**config.mk**
```make
export PLATFORM = sky130hd
export DESIGN_NAME = mul_fu_ctrl
export DESIGN_NICKNAME = d
export VERILOG_FILES = /design/src/rtl/mul_fu_ctrl.sv
export SDC_FILE = /design/constraint.sdc
export NUM_CORES = 1
export LEC_CHECK = 0
export BUFFER_PORTS_ARGS = -buffer_cell sky130_fd_sc_hd__buf_2
export CAP_MARGIN = 20
export CORE_MARGIN = 8
export CORE_UTILIZATION = 45
export DETAILED_ROUTE_END_ITERATION = 6
export GPL_ROUTABILITY_DRIVEN = 0
export MAX_ROUTING_LAYER = met4
export PLACE_DENSITY = 0.87
export RECOVER_POWER = 100
export SKIP_CTS_REPAIR_TIMING = 1
export SLEW_MARGIN = 15
export SYNTH_ARGS = -nofsm -noshare
export SYNTH_HDL_FRONTEND = slang
export SYNTH_SLANG_ARGS = --single-unit
```
**constraint.sdc**
```tcl
create_clock -name clk -period 2.2 [get_ports clk]
set_input_delay 0.44 -clock clk [delete_from_list [all_inputs] [get_ports clk]]
set_output_delay 0.44 -clock clk [all_outputs]
set_load 0.005 [all_outputs]
```
**src/rtl/mul_fu_ctrl.sv**
```systemverilog
// Multiply functional-unit controller: takes one RV32M multiply op from the RS,
// drives a start/done multiplier, selects the product half and returns it on the CDB.
module mul_fu_ctrl #(
  parameter int ROB_IDX_W = 5,
  parameter int XLEN      = 32
) (
  input  logic                 clk,
  input  logic                 rst,
  input  logic                 flush_i,
  input  logic                 issue_valid_i,
  output logic                 issue_ready_o,
  input  logic [2:0]           issue_funct3_i,
  input  logic [XLEN-1:0]      issue_rs1_v_i,
  input  logic [XLEN-1:0]      issue_rs2_v_i,
  input  logic [ROB_IDX_W-1:0] issue_rob_tag_i,
  input  logic [4:0]           issue_rd_i,
  output logic                 mul_start_o,
  output logic [1:0]           mul_type_o,
  output logic [XLEN-1:0]      mul_a_o,
  output logic [XLEN-1:0]      mul_b_o,
  input  logic [2*XLEN-1:0]    mul_p_i,
  input  logic                 mul_done_i,
  output logic                 cdb_valid_o,
  input  logic                 cdb_ready_i,
  output logic [ROB_IDX_W-1:0] cdb_rob_tag_o,
  output logic [4:0]           cdb_rd_o,
  output logic [XLEN-1:0]      cdb_value_o
);

  // state | meaning
  // IDLE  | waiting for an op from the RS
  // BUSY  | mul_start held, waiting for mul_done
  // DRAIN | squashed op finished, one quiet cycle before IDLE
  // RESP  | result on the CDB until accepted or flushed
  typedef enum logic [1:0] {IDLE, BUSY, DRAIN, RESP} state_t;

  state_t                 state_q;
  logic                   squash_q;
  logic [2:0]             funct3_q;
  logic                   mul_start_q;
  logic [1:0]             mul_type_q;
  logic [XLEN-1:0]        mul_a_q;
  logic [XLEN-1:0]        mul_b_q;
  logic                   cdb_valid_q;
  logic [ROB_IDX_W-1:0]   cdb_rob_tag_q;
  logic [4:0]             cdb_rd_q;
  logic [XLEN-1:0]        cdb_value_q;

  logic [1:0]             type_d;
  logic                   fast_zero_d;

  always_comb begin
    type_d = 2'b00;
    case (issue_funct3_i)
      3'b001:  type_d = 2'b01;
      3'b010:  type_d = 2'b10;
      default: type_d = 2'b00;
    endcase
    // Zero operands and illegal funct3 both complete with 0 without the multiplier.
    fast_zero_d = (issue_rs1_v_i == '0) || (issue_rs2_v_i == '0) || issue_funct3_i[2];
  end

  always_ff @(posedge clk) begin
    if (rst) begin
      state_q       <= IDLE;
      squash_q      <= 1'b0;
      funct3_q      <= '0;
      mul_start_q   <= 1'b0;
      mul_type_q    <= '0;
      mul_a_q       <= '0;
      mul_b_q       <= '0;
      cdb_valid_q   <= 1'b0;
      cdb_rob_tag_q <= '0;
      cdb_rd_q      <= '0;
      cdb_value_q   <= '0;
    end else begin
      case (state_q)
        IDLE: begin
          squash_q <= 1'b0;
          if (issue_valid_i && !flush_i) begin
            cdb_rob_tag_q <= issue_rob_tag_i;
            cdb_rd_q      <= issue_rd_i;
            funct3_q      <= issue_funct3_i;
            mul_a_q       <= issue_rs1_v_i;
            mul_b_q       <= issue_rs2_v_i;
            mul_type_q    <= type_d;
            if (fast_zero_d) begin
              cdb_value_q <= '0;
              cdb_valid_q <= 1'b1;
              state_q     <= RESP;
            end else begin
              mul_start_q <= 1'b1;
              state_q     <= BUSY;
            end
          end
        end
        BUSY: begin
          // The multiplier cannot be aborted; a flush only marks the result for discard.
          if (flush_i) squash_q <= 1'b1;
          if (mul_done_i) begin
            mul_start_q <= 1'b0;
            if (squash_q || flush_i) begin
              state_q <= DRAIN;
            end else begin
              cdb_value_q <= (funct3_q == 3'b000) ? mul_p_i[XLEN-1:0] : mul_p_i[2*XLEN-1:XLEN];
              cdb_valid_q <= 1'b1;
              state_q     <= RESP;
            end
          end
        end
        DRAIN: begin
          squash_q <= 1'b0;
          state_q  <= IDLE;
        end
        RESP: begin
          if (flush_i || cdb_ready_i) begin
            cdb_valid_q <= 1'b0;
            squash_q    <= 1'b0;
            state_q     <= IDLE;
          end
        end
        default: state_q <= IDLE;
      endcase
    end
  end

  assign issue_ready_o = (state_q == IDLE);
  assign mul_start_o   = mul_start_q;
  assign mul_type_o    = mul_type_q;
  assign mul_a_o       = mul_a_q;
  assign mul_b_o       = mul_b_q;
  assign cdb_valid_o   = cdb_valid_q;
  assign cdb_rob_tag_o = cdb_rob_tag_q;
  assign cdb_rd_o      = cdb_rd_q;
  assign cdb_value_o   = cdb_value_q;

endmodule

```
---- After elaboration in Yosys (flattened, before gate mapping) ----
Index checks and enable logic that the tools add are counted.
word-level totals
  flip-flop bits (word level) ............. 116
  word-level logic and storage cells ...... 67
cells by class
  equality and inequality tests ........... 12
  multiplexer cells ....................... 25
  reductions and logical operators ........ 19
operators with widths
  operator                                              number
  two-way mux 32 bit                                    5
  zero test 32 bit                                      2
  one-hot mux 32 bit (2 select lines)                   1
  two-way mux 1 bit                                     10
  != test 2 bit (second input constant)                 5
  two-way mux 2 bit                                     4
  one-hot mux 2 bit (4 select lines)                    1
  one-hot mux 1 bit (3 select lines)                    2
  AND reduction 6 bit                                   1
  AND reduction 5 bit                                   1
  equality test 2 bit (second input constant)           2
  logical OR 1 bit                                      4
  != test 2 x 1 -> 1 bit (second input constant)        2
  one-hot mux 2 bit (2 select lines)                    1
  AND reduction 2 bit                                   2
  AND reduction 4 bit                                   1
  equality test 3 x 1 -> 1 bit (second input constant)  1
  equality test 3 x 2 -> 1 bit (second input constant)  1
  zero test 3 bit                                       1
  AND reduction 3 bit                                   1
  nonzero test 3 bit                                    1
  equality test 2 x 1 -> 1 bit (second input constant)  1
  zero test 2 bit                                       1
  one-hot mux 1 bit (2 select lines)                    1
  4 further kinds                                       4

---- Longest topological paths before layout ----
Gate-level depths: netlist of run 1.
  word-level depth ........................ 6
  depth in mapped cells ................... 7
  depth with buffers taken out ............ 6

---- Worst setup path after synthesis of run 1 ----
No wires, ideal clock.
  path kind ............................... in2reg
  from .................................... in issue_rs2_v_i[6]
  to ...................................... reg cdb_value_q[10] (netlist: cdb_value_o[10])
  library setup time ...................... 0.121 ns
  arrival ................................. 1.717 ns
  data required time ...................... 2.079 ns
  slack ................................... 0.361 ns
  cell stages on the path ................. 7
  cell sequence ........................... nor4_1 > nand4_1 > or2_1 > nand3_2 > nand3_4 > buf_6 > mux2_4
between the ends
  longest elaborated chain between the ends .. 5
RTL lines
  element                           line  RTL
  start, declared                   14    input logic [XLEN-1:0] issue_rs2_v_i,
  zero test 32 bit                  60    fast_zero_d = (issue_rs1_v_i == '0) || (issue_rs2_v_i == '0) || issue_funct3_i[2];
  logical OR 1 bit (2 in series)    60
  != test 2 x 1 -> 1 bit (no line)  -
  AND reduction 5 bit (no line)     -
  end signal, assigned              105   cdb_value_q <= (funct3_q == 3'b000) ? mul_p_i[XLEN-1:0] : mul_p_i[2*XLEN-1:XLEN];
  end, declared                     47    logic [XLEN-1:0] cdb_value_q;
Every way passes these cells.
A chain may end at the register's enable or synchronous reset.

---- Worst setup path after layout of run 1 ----
  from .................................... in issue_rs2_v_i[6]
  to ...................................... reg cdb_value_q[15] (netlist: cdb_value_o[15])
Same word-level chain as after synthesis.

==> flow_metrics.tcl, run 1 <==
set metrics [dict create \
    holdPathEnd "cdb_rob_tag_o[3]$_SDFFE_PP0P_" \
    drv_cap 0 \
    cts-buffers-inserted 17 \
    ios 258 \
    avgSynthCellArea_um2 8.12 \
    ys_warn_count 0 \
    dieWidth_um 121 \
    via_count 5028 \
    grt_pass1_wl_um 24700 \
    internal_power_mw 3.88 \
    routed_wl_um 16100 \
    drtIter0Drc 295 \
    syn-num-nets 758 \
    async_flop_share_pct 0 \
    synth.distinct_cells 38 \
    final_nets 1000 \
    whs_ps 171 \
    r2r_end "mul_a_o[27]$_SDFFE_PP0P_" \
    grt_usage_pct 21.8 \
    r2r-start "state_q[0]$_SDFFE_PP0P_" \
    syn_inst 611 \
    worst_pin_slew_ps 728 \
    dieArea_um2 14600 \
    relSlewSlack_pct 51.5 \
    clkPwrFrac_pct 47.1 \
    synthFlopType "dfxtp_1" \
    synth_edf_count 0 \
    end_kind "register" \
    p_comb_share_pct 11.7 \
    drive_above_1_share_pct 26.0 \
    overflow 0 \
    rr_worst_depth 4 \
    ant_nets 0 \
    drt-vias-per-instance 5.00 \
    rows 38 \
    power_density_nw_per_um2 808 \
    io_buffer_count 257 \
    swShare_pct 28.4 \
    period_needed_ps 1980 \
    hold_start "issue_rob_tag_i[3]" \
    finalSetupViolations 0 \
    holdPathStages 3 \
    max_freq_mhz 505 \
    drt-met1-wl_um 6270 \
    drc 0 \
    grt_max_degree 118 \
    status "finished, final reports clean" \
    p_seq_share_pct 41.2 \
    core_um2 10800 \
    critPathMaxFanout 12 \
    finalHoldViolCount 0 \
    top_layer_used "met4" \
    syn_to_final_growth_pct 35.1 \
    hpwl_um 11900 \
    skew_ps 5.78 \
    clk_path_buf_depth 2 \
    hold_path_class "in -> reg" \
    clk_latency_ps 500 \
    cts_root_buf "clkbuf_8" \
    leakagePower_nw 2.87 \
    htree_levels 4 \
    fin_cells 1006 \
    grt_pass1_vias 4930 \
    antenna_found_initial 0 \
    cp.arrival_ps 2370 \
    wl_per_cell_um 16.0 \
    cts_tree "built" \
    ys_seq_area_share_pct 46.8 \
    clkTransAtPathRegs_ps 60 \
    rsz0062_at_grt "false" \
    num_antenna_cells 0 \
    crit_required_ps 2590 \
    drv_slew 0 \
    ff2ff_setup_slack_ps 340 \
    criticalPathCategory "in -> reg" \
    synth_seq_cells 116 \
    power_switching_mw 1.54 \
    die_h_um 121 \
    wl_met2_um 7990 \
    final_util_pct 62.1 \
    finalCritPeriodShare_pct 90.0 \
    tns_ps 0 \
    clock_sinks 116 \
    max-vdd-ir-drop_v 0.000489 \
    placedCellCount 974 \
    firstDrtPassIters 5 \
    start_kind "primary input" \
    synth_area_um2 4960 \
    initial_utilization_pct 46.0 \
    dr_wl_met3_um 1490 \
]
-- cell families after synthesis --
kind of cell | share of synthesized area, %
buffers and inverters | 4.34
flip-flops | 46.8
AND/OR/NAND/NOR | 26.8
AO/OA/AOI/OAI | 12.5
multiplexers | 9.46
-- sequential cells by signal (all words and copies together) (netlist names) --
signal / flops
mul_type_o: 2
cdb_valid_o: 1
squash_q: 1
state_q: 2
cdb_rd_o: 5
cdb_value_o: 32
mul_a_o: 32
funct3_q: 3
mul_b_o: 32
mul_start_o: 1
cdb_rob_tag_o: 5
-- critical path, cell delays in order --
cell	delay [ps]
buf_2	100
nor4_1	410
buf_4	190
nand4_1	130
or2_0	280
nand3_1	180
nand3_4	90
buf_4	220
mux2_1	330
-- layer usage --
layer  vias up  global-route usage (%)
met5         -                       -
met4         0                    7.96
met3        26                    7.54
met2       208                    37.2
met1      2286                    22.8
li1       2508                       -
-- placed cells by master (no fill, tap or decap), types with 3 or more instances in the layout --
cell type	count
clkinvlp_4	3
mux2_1	20
nor2b_1	32
o21ai_0	3
inv_6	7
dfxtp_1	116
clkbuf_16	16
buf_4	9
nor2_1	5
mux2_4	12
a21oi_1	115
buf_2	158
nand2_1	219
clkbuf_1	97
nor4_1	15
nand3_1	4
-- final cells by class --
class | count | area [um2]
Clock inverter | 15 | 136
Clock buffer | 17 | 414
Sequential cell | 116 | 2320
Fill cell | 1011 | 4090
Multi-Input combinational cell | 448 | 2360
Inverter | 1 | 3.75
Timing Repair Buffer | 269 | 1280
Tap cell | 140 | 175
-- synth_stat cells (2+ instances only) --
cell	number	area share [%]
nand2_1	219	17
dfxtp_1	116	47
a21oi_1	115	12
clkbuf_1	36	2.7
nor2b_1	32	4.0
mux2_4	29	8.8
nor4_1	15	1.9
buf_2	4	0.40
buf_6	4	0.91
nor2_1	4	0.30
mux2_1	3	0.68
nand3_1	3	0.30
o21ai_0	3	0.30
and4_4	2	0.45
nand4_1	2	0.25
nor3b_1	2	0.30
-- worst max-delay path by stage --
stage / start / to / depth (start not counted)
after global routing: issue_rs2_v_i[6] / cdb_value_o[15]$_SDFFE_PP0P_ / 9
after detailed placement: issue_rs2_v_i[6] / cdb_value_o[31]$_SDFFE_PP0P_ / 9
after floorplan: issue_rs2_v_i[6] / cdb_value_o[10]$_SDFFE_PP0P_ / 7
after global placement: issue_rs2_v_i[6] / cdb_value_o[1]$_SDFFE_PP0P_ / 9
final: issue_rs2_v_i[6] / cdb_value_o[15]$_SDFFE_PP0P_ / 9
after CTS: issue_rs2_v_i[6] / cdb_value_o[31]$_SDFFE_PP0P_ / 9
-- power groups by stage --
stage	Clock (mW)	Sequential, mW	Combinational [mW]
floorplan	0	2.28	0.346
global route	2.70	2.24	0.698
detailed placement	0	2.27	0.675
finish	2.55	2.23	0.634
global placement	0	2.27	0.665
CTS	2.61	2.23	0.679
-- metrics by stage --
step / setup WS [ps] / power, mW / area (um2)
5_1_grt: 117 / 5.64 / 6700
3_5_place_dp: -298 / 2.95 / 6380
3_3_place_gp: -233 / 2.93 / 6380
6_report: 220 / 5.41 / 6700
2_1_floorplan: 361 / 2.62 / 4960
4_1_cts: 221 / 5.51 / 6930
(Power assumes the default switching activity.)
==> inputs of run 2 (changes only) <==
--- a/config.mk
+++ b/config.mk
@@ -7,8 +7,8 @@
 export LEC_CHECK = 0
 export BUFFER_PORTS_ARGS = -buffer_cell sky130_fd_sc_hd__buf_2
 export CAP_MARGIN = 20
-export CORE_MARGIN = 8
 export CORE_UTILIZATION = 45
+export CTS_BUF_LIST = sky130_fd_sc_hd__clkbuf_8 sky130_fd_sc_hd__clkbuf_16
 export DETAILED_ROUTE_END_ITERATION = 6
 export GPL_ROUTABILITY_DRIVEN = 0
 export MAX_ROUTING_LAYER = met4
==> flow_metrics.tcl, run 2 (synthesis gave the netlist of run 1 again) <==
set metrics [dict create \
    grt_usage_pct 24.7 \
    grt_pass1_wl_um 21400 \
    drive_above_1_share_pct 27.5 \
    drt-vias-per-instance 4.99 \
    clk_latency_ps 500 \
    final_nets 1002 \
    holdPathEnd "cdb_rob_tag_o[2]$_SDFFE_PP0P_" \
    rows 37 \
    drc 0 \
    final_util_pct 64.2 \
    cts_root_buf "clkbuf_8" \
    holdPathStages 3 \
    firstDrtPassIters 4 \
    drv_slew 0 \
    max-vdd-ir-drop_v 0.000632 \
    final_cell_area_um2 6750 \
    path_cells "buf_2 -> nor4_1 -> buf_4 -> nand4_1 -> or2_0 -> nand3_1 -> nand3_4 -> buf_12 -> mux2_1" \
    dieArea_um2 11400 \
    tns_ps 0 \
    relSlewSlack_pct 32.7 \
    hpwl_um 10100 \
    place_area_um2 6380 \
    io_buffer_count 257 \
    crit_required_ps 2570 \
    power_density_nw_per_um2 820 \
    cts-buffers-inserted 17 \
    clk_path_buf_depth 2 \
    htree_levels 4 \
    finalHoldViolCount 0 \
    overflow 0 \
    placedCellCount 972 \
    whs_ps 175 \
    finalCritPeriodShare_pct 88.3 \
    ant_nets 0 \
    crit_family "simple AND/OR/NAND/NOR gates" \
    cts_tree "built" \
    max_freq_mhz 515 \
    die_h_um 107 \
    via_count 5005 \
    dp_slack_ps -183 \
    final_cell_mix "nand2_1, buf_2, dfxtp_1" \
    leakagePower_nw 2.96 \
    num_antenna_cells 0 \
    grt_pass1_vias 4531 \
    drv_cap 0 \
    r2r-start "funct3_q[2]$_SDFFE_PP0P_" \
    fin_cells 1004 \
    rr_worst_depth 4 \
    initial_utilization_pct 47.2 \
    finalSetupViolations 0 \
    ios 258 \
    hold_start "issue_rob_tag_i[2]" \
    critPathMaxFanout 16 \
    core_um2 10500 \
    total_power_mw 5.54 \
    criticalPathCategory "in -> reg" \
    drtIter0Drc 346 \
    start_kind "primary input" \
    critPathMaxStageDelay_ps 390 \
    skew_ps 7.83 \
    end_kind "register" \
    period_needed_ps 1940 \
    hold_path_class "in -> reg" \
    routed_wl_um 13900 \
    r2r_end "cdb_value_o[9]$_SDFFE_PP0P_" \
    clock_sinks 116 \
    ff2ff_setup_slack_ps 300 \
    fin_ws_ps 257 \
    final_common_cell "nand2_1" \
    antenna_found_initial 0 \
    cp_num_buf_inv 3 \
    n_fill_cell 950 \
    worst_pin_slew_ps 1010 \
    wl_per_cell_um 13.9 \
    status "finished, final reports clean" \
    syn_to_final_growth_pct 36.1 \
    slowest_stage "nor4_1" \
    rsz0062_at_grt "false" \
    grt_max_degree 118 \
    cp.arrival_ps 2310 \
    dieWidth_um 107 \
    clkTransAtPathRegs_ps 60 \
]
==> run 2: cell types whose count changed in the layout (fill, tap and decap cells not counted), moves of 2 or more <==
cell,before,now
mux2_4,12,3
buf_12,2,4
clkbuf_2,0,2
inv_8,2,0
buf_2,158,179
bufinv_16,0,2
mux2_1,20,29
buf_1,1,3
clkbuf_1,97,74
inv_6,7,4
==> run 2: layout make-up <==
class	count	area, um2	share of cell area [%]
multi-input combinational	448	2330	34.5
sequential	116	2320	34.4
timing repair buffer	271	1340	19.9
clock buffer	18	428	6.34
tap	136	170	2.52
clock inverter	14	153	2.26
inverter	1	3.75	0.0556
==> run 2: routing by layer <==
layer | track usage, % | wire length, um | up-vias
li1 | - | - | 2512
met1 | 27.6 | 5800 | 2244
met2 | 42.5 | 6820 | 222
met3 | 5.41 | 972 | 27
met4 | 10.2 | 350 | 0
met5 | - | 0 | -
==> run 2: worst max-delay path by stage <==
stage | from | to | slack, ps | depth (start not counted)
3_5_place_dp | issue_rs2_v_i[30] | cdb_value_o[1]$_SDFFE_PP0P_ | -180 | 9
5_1_grt | state_q[0]$_SDFFE_PP0P_ | mul_a_o[0]$_SDFFE_PP0P_ | 170 | 5
2_1_floorplan | issue_rs2_v_i[6] | cdb_value_o[10]$_SDFFE_PP0P_ | 360 | 7
6_report | issue_rs2_v_i[31] | cdb_value_o[9]$_SDFFE_PP0P_ | 260 | 9
4_1_cts | funct3_q[2]$_SDFFE_PP0P_ | cdb_value_o[9]$_SDFFE_PP0P_ | 300 | 4
3_3_place_gp | issue_rs2_v_i[30] | cdb_value_o[1]$_SDFFE_PP0P_ | -180 | 9
==> run 2: worst min-delay path, delay by kind of cell <==
| kind | cells | cell delay [ps] |
|---|---|---|
| buf+inv | 1 | 90 |
| compound gates | 1 | 50 |
| simple gates | 1 | 40 |
==> run 2: power by group <==
| group | total, mW | internal [mW] | switching, mW |
|---|---|---|---|
| clock network | 2.67 | 1.65 | 1.02 |
| logic | 0.636 | 0.270 | 0.366 |
| registers | 2.23 | 2.19 | 0.0460 |
| total | 5.54 | 4.11 | 1.43 |
